$ cat config.mk
export PLATFORM = sky130hd
export DESIGN_NAME = incdec_sched
export DESIGN_NICKNAME = d
export VERILOG_FILES = /design/src/rtl/incdec_sched.sv
export SDC_FILE = /design/constraint.sdc
export NUM_CORES = 1
export LEC_CHECK = 0
export CAP_MARGIN = 20
export CELL_PAD_IN_SITES_DETAIL_PLACEMENT = 0
export CELL_PAD_IN_SITES_GLOBAL_PLACEMENT = 1
export CORE_MARGIN = 5
export CORE_UTILIZATION = 49
export CTS_CLUSTER_SIZE = 28
export DETAILED_ROUTE_END_ITERATION = 10
export DONT_BUFFER_PORTS = 1
export HOLD_SLACK_MARGIN = 0.08
export MAX_ROUTING_LAYER = met4
export PLACE_DENSITY_LB_ADDON = 0.1
export SKIP_CTS_REPAIR_TIMING = 1
export SLEW_MARGIN = 15
export SYNTH_ARGS = -nofsm -noshare
export SYNTH_HDL_FRONTEND = slang
export SYNTH_SLANG_ARGS = --single-unit
$ cat constraint.sdc
create_clock -name clk -period 3.3 [get_ports clk]
set_clock_uncertainty 0.2 [all_clocks]
set_input_delay 0.66 -clock clk [delete_from_list [all_inputs] [get_ports clk]]
set_output_delay 0.66 -clock clk [all_outputs]
set_load 0.1 [all_outputs]
$ cat src/rtl/incdec_sched.sv
// 3-requester round-robin scheduler sharing one registered inc/pass/dec datapath.
// Latency: gnt one cycle after the IDLE sample, response three cycles after it; no backpressure, one op per 4 cycles.
module incdec_sched #(
    parameter int W = 8
) (
    input  logic           clk,
    input  logic           RST,
    input  logic [2:0]     req,
    input  logic [3*W-1:0] number_bus,
    input  logic [5:0]     op_bus,
    output logic [2:0]     gnt,
    output logic [W-1:0]   dp_number,
    output logic [1:0]     dp_select,
    input  logic [W-1:0]   dp_result,
    output logic [2:0]     rsp_valid,
    output logic [W-1:0]   rsp_data,
    output logic           rsp_err,
    output logic           busy
);

    typedef enum logic [1:0] {IDLE, ISSUE, WAIT, RESP} state_t;

    localparam logic [1:0] OP_PASS = 2'b01;
    localparam logic [1:0] OP_RSVD = 2'b11;

    state_t         state_q, state_d;
    logic [1:0]     ptr_q;
    logic [1:0]     win_q, win_d;
    logic [W-1:0]   num_q, num_d;
    logic [1:0]     op_q, op_d;
    logic [W-1:0]   res_q;
    logic [2:0]     gnt_q;
    logic           take;

    // Winner is the first requester after the last one served, wrapping.
    always_comb begin
        win_d = 2'd0;
        case (ptr_q)
            2'd0:    win_d = req[1] ? 2'd1 : (req[2] ? 2'd2 : 2'd0);
            2'd1:    win_d = req[2] ? 2'd2 : (req[0] ? 2'd0 : 2'd1);
            default: win_d = req[0] ? 2'd0 : (req[1] ? 2'd1 : 2'd2);
        endcase
    end

    always_comb begin
        num_d = number_bus[0 +: W];
        op_d  = op_bus[1:0];
        case (win_d)
            2'd1: begin
                num_d = number_bus[W +: W];
                op_d  = op_bus[3:2];
            end
            2'd2: begin
                num_d = number_bus[2*W +: W];
                op_d  = op_bus[5:4];
            end
            default: ;
        endcase
    end

    assign take = (state_q == IDLE) && (req != 3'b000);

    always_comb begin
        state_d = state_q;
        case (state_q)
            IDLE:    if (take) state_d = ISSUE;
            ISSUE:   state_d = WAIT;
            WAIT:    state_d = RESP;
            default: state_d = IDLE;
        endcase
    end

    always_ff @(posedge clk or negedge RST) begin
        if (!RST) begin
            state_q <= IDLE;
            ptr_q   <= 2'd2;
            win_q   <= 2'd0;
            num_q   <= '0;
            op_q    <= 2'b00;
            res_q   <= '0;
            gnt_q   <= 3'b000;
        end else begin
            state_q <= state_d;
            gnt_q   <= take ? (3'b001 << win_d) : 3'b000;
            if (take) begin
                ptr_q <= win_d;
                win_q <= win_d;
                num_q <= num_d;
                op_q  <= op_d;
            end
            if (state_q == WAIT) begin
                res_q <= dp_result;
            end
        end
    end

    // Reserved op is issued as a pass and reported as an error with zero data.
    always_comb begin
        gnt       = gnt_q;
        busy      = (state_q != IDLE);
        dp_number = '0;
        dp_select = OP_PASS;
        rsp_valid = 3'b000;
        rsp_data  = '0;
        rsp_err   = 1'b0;
        if (state_q == ISSUE) begin
            dp_number = num_q;
            dp_select = (op_q == OP_RSVD) ? OP_PASS : op_q;
        end
        if (state_q == RESP) begin
            rsp_valid = 3'b001 << win_q;
            rsp_data  = (op_q == OP_RSVD) ? '0 : res_q;
            rsp_err   = (op_q == OP_RSVD);
        end
    end

endmodule

==> key figures, run 1 <==
Detailed routing
  • Drt first pass iters: 4
  • Via count: 1166
  • Met2 routed WL: 1.648 mm
  • Post-detailed-route count of antenna-violating nets: 0
  • DRC: 0
  • DRT met1 WL: 1.465 mm
  • WL/cell: 17.45 um
  • Initial drt markers: 61
  • Drt via density: 5.889
  • Metal3 WL: 285 um
  • DRT Wirelength: 3.455 mm
  • Highest Signal Layer: met4

Worst setup path
  • WS Path Type: reg -> out
  • Worst stage delay on the critical path: 610 ps
  • Worst Setup SP: state_q[1]
  • Nature of the critical path endpoint: primary output
  • Startpoint types: flip-flop
  • Worst EP required: 2440 ps
  • Arrival time worst endpoint: 2120 ps
  • FF-to-FF Start: ptr_q[0]
  • Critical-path cell list: ha_1 > a21boi_0 > and2_1 > buf_4
  • Slowest CP cell: a21boi_0
  • Worst Path Max Fanout: 8

Status
  • Status: complete, no violations

STA
  • Fmax achieved: 0.3354 GHz
  • # setup viols final: 0
  • RSZ-0062 raised after global routing: false
  • Final Cycle Share: 90.35%
  • Fin. Hold Viols: 0
  • Rel. slew slack: 41.09%
  • Setup WS post-layout: 318.5 ps
  • Final min period: 2981 ps
  • Worst-margin pin slew: 884.3 ps
  • Setup TNS: 0 ps
  • Max-slew violations: 0

Finish
  • Filler cells: 272
  • Register area: 651.9 um2
  • Most frequent cells in the layout: dfrtp_1, buf_4, and2_1
  • Layout area overhead: 19.24%
  • Area of the multi-input gates: 773.2 um2
  • Layout net count: 216
  • Share of cells above drive strength 1: 26.67%
  • Diode count: 0
  • Commonest non-fill, non-tap cell in the layout: dfrtp_1

CTS
  • CTS tree: yes
  • Worst-Skew Late Latency: 310 ps
  • Clock Sinks: 26
  • Clock buffer depth: 2
  • H-tree depth: 1
  • CTS Buf Count: 3
  • Clock Root Buffer: clkbuf_4
  • CTS clk-pin slew, worst paths: 150 ps

Yosys
  • Seq/Total Area, Yosys: 44.15%
  • Yosys warnings: 0
  • Mapped Area: 1476 um2
  • Yosys reg bits: 26
  • Post-synth top area share: 42.37%
  • Yosys cell types: 34
  • Top cell type by total area after synthesis: dfrtp_1
  • Top post-synthesis cells by area: dfrtp_1, and2_1, mux2_2, ha_1, a211oi_1
  • Mapped Cells: 143
  • Syn Area/Cell: 10.32 um2
  • Syn_nets: 193

Global routing
  • Total GRT Usage: 18.34%
  • Number of global-route vias before repair: 1203
  • GR Overflow Total: 0
  • Initial antenna violation count: 0
  • First-pass GRT wire length: 5.858 mm
  • Pin count of the biggest net entering global routing: 27

Floorplanning
  • Total Die Area: 4211 um2
  • Cell row count: 20
  • Chip height: 64.89 um
  • Top Ports: 69
  • Die W: 64.89 um
  • Core area: 2978 um2
  • Starting Density: 49.58%

Run
  • Max Cap Viol: 0

Worst hold path
  • Hold WC Path Type: in -> reg
  • Min-Delay Startpoint: dp_result[4]

Placed design
  • Dpl hpwl: 2.622 mm
  • IO buf count: 0
  • Routability congestion estimate: 0.7154
  • Setup WS pre-CTS: 641.6 ps
[stage by stage]
| step | std cells | utilization, % | hold slack [ps] | cell area, um2 |
|---|---|---|---|---|
| 3_3_place_gp | 192 | 56.34 | 165.3 | 1678 |
| 3_5_place_dp | 192 | 56.34 | 165.3 | 1678 |
| 4_1_cts | 196 | 58.11 | -211.0 | 1730 |
| 5_1_grt | 198 | 59.12 | 244.4 | 1760 |
| 6_report | 198 | 59.12 | 277.0 | 1760 |
| 2_1_floorplan | 143 | - | 164.4 | 1484 |
[Yosys cell counts (all sizes together)]
master / number
a211oi: 8
a21boi: 1
a21o: 8
a21oi: 3
a221oi: 2
a22oi: 8
a31oi: 1
a32o: 1
and2: 19
and3: 1
and3b: 1
buf: 7
dfrtp: 25
dfstp: 1
ha: 7
inv: 7
mux2: 9
nand2: 3
nand2b: 2
nand3b: 1
nor2: 15
nor2b: 1
nor3: 1
nor3b: 1
o21a: 1
o21ai: 4
o31a: 1
o31ai: 2
o32a: 1
o32ai: 1
[cell type report]
type                       instances  area share, %
sequential                        26          37.03
clock buffer                       3          1.279
clock inverter                     1          1.706
timing repair buffer              25          12.22
tap                               33          2.345
multi-input combinational        103          43.92
inverter                           7          1.493
[cell families (layout without fill, tap and decap cells)]
logic type | Yosys count | in the layout | share of synthesized area (%)
compound gates | 42 | 42 | 21.78
mux | 9 | 9 | 7.119
flops | 26 | 26 | 44.15
buf+inv | 14 | 36 | 4.577
fa+ha+maj | 7 | 7 | 5.932
simple gates | 45 | 45 | 16.44
[flip-flops by register name (all words and copies together) (netlist names)]
register / flops
state_q: 2
gnt: 3
ptr_q: 2
win_q: 1
res_q: 8
op_q: 2
num_q: 8
[critical path, delay by kind of cell (launching register included)]
family / cells / cell delay [ps]
simple gates: 1 / 230
flops: 1 / 430
compound gates: 1 / 610
buf+inv: 1 / 290
fa+ha+maj: 1 / 250
[routing by layer]
metal / vias to the layer above / track usage, %
li1: 553 / -
met1: 564 / 24.04
met2: 45 / 27.71
met3: 4 / 5.546
met4: 0 / 4.749
met5: - / -
[worst paths after layout]
check | to | slack [ps] | cells past startpoint
max in group asynchronous | ptr_q[1] | 2110 | 2
min in group asynchronous | op_q[0] | 550 | 2
max | rsp_data[3] | 320 | 4
min reg2reg | num_q[1] | 290 | 1
max reg2reg | num_q[5] | 930 | 7
min | res_q[4] | 280 | 1
Power of run 1 is left out: the tool's default activity adds up to more than one toggle a clock period on the data nets, which glitch-free logic cannot reach.
==> run 2, diff against run 1 <==
--- a/config.mk
+++ b/config.mk
@@ -5,6 +5,7 @@
 export SDC_FILE = /design/constraint.sdc
 export NUM_CORES = 1
 export LEC_CHECK = 0
+export ABC_CLOCK_PERIOD_IN_PS = 3300
 export CAP_MARGIN = 20
 export CELL_PAD_IN_SITES_DETAIL_PLACEMENT = 0
 export CELL_PAD_IN_SITES_GLOBAL_PLACEMENT = 1
==> results of run 2 <==
Same layout as run 1: the final DEF is identical, and so are final timing and power.
Power of run 2 is left out for the same reason.
==> run 3, diff against run 2 <==
--- a/config.mk
+++ b/config.mk
@@ -10,13 +10,13 @@
 export CELL_PAD_IN_SITES_DETAIL_PLACEMENT = 0
 export CELL_PAD_IN_SITES_GLOBAL_PLACEMENT = 1
 export CORE_MARGIN = 5
-export CORE_UTILIZATION = 49
+export CORE_UTILIZATION = 32
 export CTS_CLUSTER_SIZE = 28
 export DETAILED_ROUTE_END_ITERATION = 10
-export DONT_BUFFER_PORTS = 1
 export HOLD_SLACK_MARGIN = 0.08
 export MAX_ROUTING_LAYER = met4
 export PLACE_DENSITY_LB_ADDON = 0.1
+export RECOVER_POWER = 100
 export SKIP_CTS_REPAIR_TIMING = 1
 export SLEW_MARGIN = 15
 export SYNTH_ARGS = -nofsm -noshare
==> run 3 against run 2 <==
  * Hold slack gained 4.2 ps
  * First-iteration DRC count shrank 43%
  * Worst setup slack gained 52 ps
  * Global-route usage shrank 5.4 points
  * Register-to-register slack gained 20 ps
  * Routed wire length grew 12%
  * Clock-buffer cell count is the same
==> key figures, run 3 (same netlist as run 1, synthesis figures left out) <==
Finish
  • Commonest non-fill, non-tap cell in the layout: clkdlybuf4s50_1
  • Layout area overhead: 52.54%
  • Share of cells above drive strength 1: 18.01% (-8.7 points)
  • Filler cells: 416 (+53%)
  • Diode count: 0 (unchanged)
  • Most frequent cells in the layout: clkdlybuf4s50_1, dfrtp_1, nor2_1
  • Finished Cell Area: 2252 um2 (+28%)
  • Layout net count: 262 (+21%)

Worst setup path
  • Internal reg-to-reg setup slack: 950 ps (+20 ps)
  • Worst EP required: 3320 ps (+880 ps)
  • Startpoint types: input pin
  • Worst Path Max Fanout: 12 (+4)
  • WS Path Type: in -> reg
  • R2R Path End: num_q[2]
  • Arrival time worst endpoint: 2950 ps (+830 ps)
  • Worst reg-to-reg path cell count: 7 (unchanged)
  • Nature of the critical path endpoint: flip-flop
  • FF-to-FF Start: ptr_q[0]

Global routing
  • GR Overflow Total: 0 (unchanged)
  • Pin count of the biggest net entering global routing: 27 (unchanged)
  • Total GRT Usage: 12.95% (-5.4 points)
  • Initial antenna violation count: 0 (unchanged)
  • Number of global-route vias before repair: 1323 (+10%)
  • First-pass GRT wire length: 6.251 mm (+6.7%)

Power
  • Pwr/cell area: 1134 nW/um2
  • IR Drop Worst-Case VDD: 0.0004262 V
  • Leak pwr: 0.9945 nW

Status
  • Status: complete, no violations

Detailed routing
  • Drt first pass iters: 4 (unchanged)
  • Via count: 1290 (+11%)
  • Drt via density: 4.905 (-17%)
  • Initial drt markers: 35 (-43%)
  • DRT Wirelength: 3.858 mm (+12%)
  • WL/cell: 14.67 um (-16%)
  • DRC: 0 (unchanged)
  • Post-detailed-route count of antenna-violating nets: 0 (unchanged)

Floorplanning
  • Cell row count: 24 (+20%)
  • Total Die Area: 6072 um2 (+44%)
  • Starting Density: 33.45% (-16 points)
  • Core area: 4414 um2 (+48%)
  • Die W: 77.93 um (+20%)
  • Top Ports: 69 (unchanged)
  • Chip height: 77.93 um (+20%)

CTS
  • CTS clk-pin slew, worst paths: 100 ps (-50 ps)
  • Worst-Skew Late Latency: 270 ps (-40 ps)
  • H-tree depth: 1 (unchanged)
  • Clock Sinks: 26 (unchanged)
  • CTS Buf Count: 3 (unchanged)
  • Clock buffer depth: 2 (unchanged)
  • Clock Root Buffer: clkbuf_8
  • CTS tree: yes

STA
  • Fin. Hold Viols: 0 (unchanged)
  • Rel. slew slack: 0.9462% (-40 points)
  • # setup viols final: 0 (unchanged)
  • Setup TNS: 0 ps (unchanged)
  • Fmax achieved: 0.3414 GHz (+1.8%)
  • Max-slew violations: 0 (unchanged)
  • Final min period: 2929 ps (-52.05 ps)
  • RSZ-0062 raised after global routing: false
  • Final Cycle Share: 88.77% (-1.6 points)
  • Worst-margin pin slew: 1486 ps (+601.5 ps)

Worst hold path
  • Min-Delay Startpoint: num_q[5]
  • Hold endpoint: num_q[5]
  • Hold Path Depth: 1 (unchanged)
  • Hold WC Path Type: reg -> reg

Placed design
  • Area after DPL: 2246 um2 (+34%)
  • Routability congestion estimate: 0.7671 (+7.2%)
  • IO buf count: 68 (+68)
  • Dpl hpwl: 3.071 mm (+17%)

Run
  • Max Cap Viol: 0 (unchanged)
-- run 3: cell types whose count changed in the layout (fill, tap and decap cells not counted), sizes merged --
cell	delta
clkdlybuf4s50	+40
dlygate4sd3	+1
clkbuf	+20
buf	-15
-- run 3: area by class of cell --
type	instances	area, um2	share of cell area, %
multi-input cells	103	760.7	33.78
repair buffers	71	676.9	30.06
flip-flops and latches	26	651.9	28.94
well taps	52	65.06	2.889
clock buffers	3	41.29	1.833
clock inverters	1	30.03	1.333
inverters	7	26.28	1.167
-- run 3: critical path, cell delays in order --
cell	delay [ps]
dlygate4sd3_1	650
nand2b_2	230
o32a_1	240
ha_1	460
clkbuf_2	290
nor2_1	80
a211oi_1	230
a21o_1	110
-- run 3: power by group --
part	switching [mW]	total (mW)	internal, mW	leakage (nW)
Clock	0.109	0.272	0.162	0.0357
Combinational	1.18	1.71	0.529	0.642
Sequential	0.0949	0.572	0.477	0.317
-- run 3: worst max-delay path by stage --
stage	startpoint	endpoint	slack [ps]
floorplan	state_q[1]	dp_select[1]	100
global route	state_q[1]	rsp_data[5]	150
finish	req[0]	num_q[2]	370
detailed placement	req[2]	num_q[2]	190
global placement	req[2]	op_q[1]	270
CTS	state_q[1]	rsp_data[5]	410
-- run 3: routing by layer --
metal | part of all wire, % | wire [um] | track usage [%]
met1 | 46 | 1761 | 16.86
met2 | 47 | 1795 | 20.70
met3 | 6.9 | 266 | 2.662
met4 | 0.91 | 35 | 3.041
met5 | 0 | 0 | -
-- run 3: metrics by stage --
| step | power, mW | cells | worst slack, ps | hold slack [ps] | util, % |
|---|---|---|---|---|---|
| finish | 2.554 | 263 | 370.6 | 281.2 | 51.02 |
| global route | 2.700 | 263 | 150.5 | 305.0 | 51.02 |
| CTS | 2.648 | 263 | 410.1 | 285.5 | 52.49 |
| detailed placement | 2.373 | 259 | 194.0 | 258.8 | 50.88 |
| global placement | 2.339 | 259 | 269.4 | 253.2 | 50.88 |
| floorplan | 1.892 | 143 | 100.1 | 164.4 | - |
No activity file was read; power rests on OpenSTA's default activity.
